File: config.mk
export PLATFORM = sky130hd
export DESIGN_NAME = life_grid_engine
export DESIGN_NICKNAME = d
export VERILOG_FILES = /design/src/rtl/life_pkg.sv /design/src/rtl/life_row_calc.sv /design/src/rtl/life_grid_engine.sv
export SDC_FILE = /design/constraint.sdc
export NUM_CORES = 1
export LEC_CHECK = 0
export ABC_AREA = 1
export BUFFER_PORTS_ARGS = -buffer_cell sky130_fd_sc_hd__buf_2
export CAP_MARGIN = 5
export CORE_ASPECT_RATIO = 0.7
export CORE_MARGIN = 2
export CORE_UTILIZATION = 47
export DETAILED_ROUTE_END_ITERATION = 10
export RECOVER_POWER = 25
export SLEW_MARGIN = 20
export SYNTH_ARGS = -nofsm -noshare
export SYNTH_HDL_FRONTEND = slang
export SYNTH_SLANG_ARGS = --single-unit
File: constraint.sdc
create_clock -name clka -period 8.4 [get_ports clka]
set_clock_uncertainty 0.05 [all_clocks]
set_input_delay 0.42 -clock clka [delete_from_list [all_inputs] [get_ports clka]]
set_output_delay 0.42 -clock clka [all_outputs]
set_load 0.03 [all_outputs]
File: src/rtl/life_pkg.sv
// Shared types, default rules and the cell update rule for the life grid engine.
package life_pkg;

   typedef enum logic {
      IDLE = 1'b0,
      CALC = 1'b1
   } state_e;

   // Conway B3/S23 as the default rule pair.
   localparam logic [8:0] DEF_BIRTH   = 9'b000001000;
   localparam logic [8:0] DEF_SURVIVE = 9'b000001100;

   // Next state of one cell: live cells look up SURVIVE, dead cells look up BIRTH.
   function automatic logic cell_next(input logic [3:0] count,
                                      input logic       cur,
                                      input logic [8:0] birth,
                                      input logic [8:0] survive);
      logic [15:0] rule;
      // Zero-extended so every 4-bit count is a legal index; counts above 8 never occur.
      rule = cur ? {7'd0, survive} : {7'd0, birth};
      return rule[count];
   endfunction

endpackage

File: src/rtl/life_row_calc.sv
// Combinational evaluation of one grid row from its vertical neighbours.
module life_row_calc
   import life_pkg::*;
#(
   parameter int         COLS    = 8,
   parameter bit         WRAP    = 1'b0,
   parameter logic [8:0] BIRTH   = DEF_BIRTH,
   parameter logic [8:0] SURVIVE = DEF_SURVIVE
) (
   input  logic [COLS-1:0] above_i,
   input  logic [COLS-1:0] cur_i,
   input  logic [COLS-1:0] below_i,
   output logic [COLS-1:0] next_o
);

   // Rows extended by one guard column on each side: bit j holds column j-1.
   // The guards carry either the opposite edge (torus) or a dead cell.
   logic [COLS+1:0] above_x, cur_x, below_x;

   assign above_x = WRAP ? {above_i[0], above_i, above_i[COLS-1]} : {1'b0, above_i, 1'b0};
   assign cur_x   = WRAP ? {cur_i[0],   cur_i,   cur_i[COLS-1]}   : {1'b0, cur_i,   1'b0};
   assign below_x = WRAP ? {below_i[0], below_i, below_i[COLS-1]} : {1'b0, below_i, 1'b0};

   for (genvar c = 0; c < COLS; c++) begin : g_col
      logic [3:0] count;

      // Column c sits at guard index c+1, so its neighbours are at c and c+2.
      assign count = 4'(above_x[c]) + 4'(above_x[c+1]) + 4'(above_x[c+2])
                   + 4'(cur_x[c])                      + 4'(cur_x[c+2])
                   + 4'(below_x[c]) + 4'(below_x[c+1]) + 4'(below_x[c+2]);

      assign next_o[c] = cell_next(count, cur_i[c], BIRTH, SURVIVE);
   end

endmodule

File: src/rtl/life_grid_engine.sv
// Cellular-automaton engine: serial cell programming, one row per clock per generation.
module life_grid_engine
   import life_pkg::*;
#(
   parameter int         ROWS    = 8,
   parameter int         COLS    = 8,
   parameter bit         WRAP    = 1'b0,
   parameter logic [8:0] BIRTH   = DEF_BIRTH,
   parameter logic [8:0] SURVIVE = DEF_SURVIVE,
   parameter int         GEN_W   = 16
) (
   input  logic                 clka,
   input  logic                 stop_n,
   input  logic                 clear,
   input  logic                 prog_valid,
   input  logic                 prog_bit,
   input  logic                 step,
   output logic                 ready,
   output logic                 done,
   output logic [ROWS*COLS-1:0] grid,
   output logic [GEN_W-1:0]     gen_count,
   output logic                 stable,
   output logic                 extinct
);

   localparam int CELLS = ROWS * COLS;
   localparam int CW    = $clog2(CELLS);
   localparam int RW    = $clog2(ROWS);

   state_e             state_q;
   logic [CELLS-1:0]   grid_q;
   logic [CELLS-1:0]   next_q;
   logic [CW-1:0]      cursor_q;
   logic [RW-1:0]      row_q;
   logic [GEN_W-1:0]   gen_q;
   logic               done_q;
   logic               stable_q;
   logic               extinct_q;

   logic [COLS-1:0]    above_d, cur_d, below_d, row_next_d;
   logic [CELLS-1:0]   commit_d;
   logic [CELLS-1:0]   prog_grid_d;
   logic               last_row;

   assign last_row = (row_q == RW'(ROWS - 1));

   // Select the rows around row_q; the vertical edge rule is applied here.
   always_comb begin
      // NOTE: every combinational output gets a default first so no path leaves it unassigned (no latch).
      above_d = '0;
      below_d = '0;
      cur_d   = grid_q[int'(row_q)*COLS +: COLS];
      if (row_q != '0)
         above_d = grid_q[(int'(row_q) - 1)*COLS +: COLS];
      else if (WRAP)
         above_d = grid_q[(ROWS - 1)*COLS +: COLS];
      if (!last_row)
         below_d = grid_q[(int'(row_q) + 1)*COLS +: COLS];
      else if (WRAP)
         below_d = grid_q[0 +: COLS];
   end

   life_row_calc #(
      .COLS    (COLS),
      .WRAP    (WRAP),
      .BIRTH   (BIRTH),
      .SURVIVE (SURVIVE)
   ) u_row_calc (
      .above_i (above_d),
      .cur_i   (cur_d),
      .below_i (below_d),
      .next_o  (row_next_d)
   );

   // Full next generation as it stands once the current row is merged in, and the grid after a prog write.
   always_comb begin
      commit_d = next_q;
      commit_d[int'(row_q)*COLS +: COLS] = row_next_d;
      prog_grid_d = grid_q;
      prog_grid_d[cursor_q] = prog_bit;
   end

   // Control FSM with the grid, next buffer and all status registers.
   always_ff @(posedge clka) begin
      // NOTE: sequential state uses non-blocking assignments so every register samples pre-edge values.
      if (!stop_n || clear) begin
         // NOTE: the next buffer is a plain register array, so clearing it here is cheap and keeps it defined.
         state_q   <= IDLE;
         grid_q    <= '0;
         next_q    <= '0;
         cursor_q  <= '0;
         row_q     <= '0;
         gen_q     <= '0;
         done_q    <= 1'b0;
         stable_q  <= 1'b0;
         extinct_q <= 1'b1;
      end else begin
         done_q <= 1'b0;
         case (state_q)
            IDLE: begin
               if (step) begin
                  state_q <= CALC;
                  row_q   <= '0;
               end else if (prog_valid) begin
                  grid_q    <= prog_grid_d;
                  extinct_q <= ~|prog_grid_d;
                  cursor_q  <= (cursor_q == CW'(CELLS - 1)) ? '0 : cursor_q + CW'(1);
               end
            end
            CALC: begin
               next_q[int'(row_q)*COLS +: COLS] <= row_next_d;
               if (last_row) begin
                  grid_q    <= commit_d;
                  stable_q  <= (commit_d == grid_q);
                  extinct_q <= ~|commit_d;
                  gen_q     <= gen_q + GEN_W'(1);
                  done_q    <= 1'b1;
                  state_q   <= IDLE;
               end else begin
                  row_q <= row_q + RW'(1);
               end
            end
            default: state_q <= IDLE;
         endcase
      end
   end

   assign ready     = (state_q == IDLE);
   assign done      = done_q;
   assign grid      = grid_q;
   assign gen_count = gen_q;
   assign stable    = stable_q;
   assign extinct   = extinct_q;

endmodule

==> out/results.txt <==
Slew Limit Fails - 0
largest net degree at the start of global routing - 95
DR vias/cell - 6.38
Max VDD drop - 0.140 mV
Post-Layout Cell Count - 2380
Mapped Cells - 1991
Yosys cell types - 52
critical path's slowest cell - ha_1
Reg2Reg Setup Slack - 0.97 ns
Synth Flop Type - dfxtp_1
RR Startpoint - row_q[0]$_SDFFE_PP0P_
Initial Util - 0.482
clock sinks - 157
DR vias - 15200
Hold Path Stages - 4
vias in the first global route - 13300
chip height - 140 um
mapped cell area - 0.0125 sq mm
setup violators final - 0
Yosys warning total - 0
sequential share of the synthesized area - 0.252
Worst setup SP type - flip-flop
1st-iter DRT viols - 2550
TritonRoute pass-1 iters - 6
# nets final - 2073
die span in x - 199 um
crit path launch - row_q[0]$_SDFFE_PP0P_
FF-to-FF path depth - 28
WS Path Type - flip-flop to flip-flop
WL final - 60600 um
dpl cells - 2348
TritonCTS buffer count - 17
drt drc - 0
CP required - 8.74 ns
Yosys reg bits - 157
commonest non-fill, non-tap cell in the layout - nand2_1
met3 Use GR - 0.148
core region area - 0.0259 sq mm
asr flop ratio synth - 0
worst path arrival time - 7.77 ns
P_leak - 5.33 nW
IO Pins - 90
Slew HR - 0.268
Crit Reg-Reg Endpoint - stable$_SDFFE_PP0P_
global placer's final weighted congestion - 1.11
Tmin final - 7.43 ns
Fin. Hold Viols - 0
max_cap viols - 0
FMAX - 135 MHz
setup bufs post-CTS - 0
syn_nets - 2054
die area - 0.0279 sq mm
busiest layer in global routing - met1
ANT nets after route - 0
H-tree depth - 4
Avg Cell Area, Syn - 6.27 sq um
share of layout cells above drive strength 1 - 0.0915
clk_lat worst skew - 0.46 ns
initial antenna violation count - 1
first-pass GRT wire length - 88000 um
P per Cell Area - 134 mW/mm^2
GR Overflow Total - 0
Hold Path Class - input pin to flip-flop
Most Frequent Cell on Critical Path - nand2_1
CP Max Fanout - 21
met1 GRT Util - 0.623
count of input and output buffers - 89
routed length per placed instance - 25.5 um
Worst-path clk slew - 0.07 ns
hold_sp - step
post-DP HPWL - 45400 um
setup TNS - 0 ns
most frequent cells in the layout - nand2_1 (578), a21oi_1 (176), nand3_1 (171)
post_cts resized - 0
CTS Buffer Depth - 2
status - complete, no violations
CP peak stage delay - 0.84 ns
M2 GR Usage - 0.590
# hold bufs at CTS - 0
CTS tree - done
row count - 49
Setup crit end kind - flip-flop
unrepaired setup endpoints after global routing - false
Tcrit/Tclk final - 0.884
Post-synth EDFFs - 0
Root Buffer - clkbuf_16
area delta synth->final - 9.02%
Worst Tran Pin Value - 1.09 ns
hold path endpoint - row_q[0]$_SDFFE_PP0P_
GR Util All Layers - 0.435
-- power breakdown --
group	switching, W	internal [W]
registers	0.0000326	0.000754
logic	0.000192	0.0000650
clock network	0.000358	0.000424
total	0.000583	0.00124
-- final cells by class --
| class | instances | area, sq um |
|---|---|---|
| tap | 357 | 447 |
| inverter | 149 | 577 |
| antenna | 1 | 2.50 |
| multi-input combinational | 1566 | 8270 |
| sequential | 157 | 3150 |
| clock buffer | 19 | 453 |
| fill | 2786 | 12300 |
| timing repair buffer | 119 | 596 |
| clock inverter | 12 | 110 |
-- metal layers --
metal  routed length [um]  vias up
met5                    0        -
met4                 2760        0
met3                 9530      186
met2                23300     1177
met1                25000     6984
li1                     -     6826
-- worst max path at each step --
stage                               end  slack, ns  cells past startpoint
global placement    stable$_SDFFE_PP0P_       1.37                     28
detailed placement  stable$_SDFFE_PP0P_       1.33                     28
global route        stable$_SDFFE_PP0P_       0.78                     29
finish              stable$_SDFFE_PP0P_       0.97                     28
CTS                 stable$_SDFFE_PP0P_       1.26                     28
floorplan           stable$_SDFFE_PP0P_       2.17                     35
-- through the flow --
stage          power [W]   util  setup WS, ns  hold WS, ns  area (sq um)
6_report         0.00183  0.526         0.973        0.345         13600
5_1_grt          0.00187  0.526         0.779        0.360         13600
4_1_cts          0.00182  0.529          1.26        0.335         13700
3_5_place_dp     0.00105  0.507          1.33        0.404         13100
3_3_place_gp     0.00105  0.507          1.37        0.397         13100
2_1_floorplan   0.000952      -          2.17        0.391         12500
-- synth_stat cells (6+ instances only) --
| cell | number | area [sq um] |
|---|---|---|
| buf_4 | 7 | 52.6 |
| a21oi_1 | 176 | 881 |
| nor3_1 | 26 | 130 |
| o211ai_1 | 8 | 60.1 |
| inv_2 | 10 | 37.5 |
| a31oi_1 | 120 | 751 |
| nand2_1 | 579 | 2170 |
| nor2_2 | 6 | 37.5 |
| nand3_1 | 171 | 856 |
| buf_2 | 24 | 120 |
| inv_1 | 135 | 507 |
| nand4_1 | 38 | 238 |
| clkbuf_1 | 69 | 259 |
| nor4_1 | 14 | 87.6 |
| fa_1 | 29 | 581 |
| buf_1 | 13 | 48.8 |
| nor3_2 | 9 | 90.1 |
| dfxtp_1 | 157 | 3140 |
| nor2_1 | 123 | 462 |
| o21ai_0 | 114 | 571 |
| o311ai_0 | 8 | 70.1 |
| nand2_2 | 8 | 50.1 |
| nand3_2 | 6 | 60.1 |
| buf_6 | 6 | 67.6 |
| ha_1 | 28 | 350 |
| or2_2 | 38 | 238 |
| nand3b_1 | 14 | 105 |
-- state kept, by name (all words and copies together) (netlist names) --
register	flops
stable	1
grid	64
gen_count	16
row_q	3
done	1
extinct	1
state_q	1
next_q	64
cursor_q	6
-- worst max-delay path: cells and delay by family, from the launching register on --
kind            cells  cell delay [ns]
compound gates      5             1.11
buf+inv             5             0.58
flops               1             0.49
simple gates       12             2.08
fa+ha+maj           6             3.03
-- logic make-up after synthesis --
kind of cell | count (synthesis) | share of synthesized area
flip-flops | 157 | 0.252
buffers and inverters | 268 | 0.0899
AO/OA/AOI/OAI | 455 | 0.205
XOR/XNOR | 5 | 0.00351
adder cells (fa/ha/maj) | 57 | 0.0746
AND/OR/NAND/NOR | 1049 | 0.375
No activity file was read; power rests on OpenSTA's default activity.
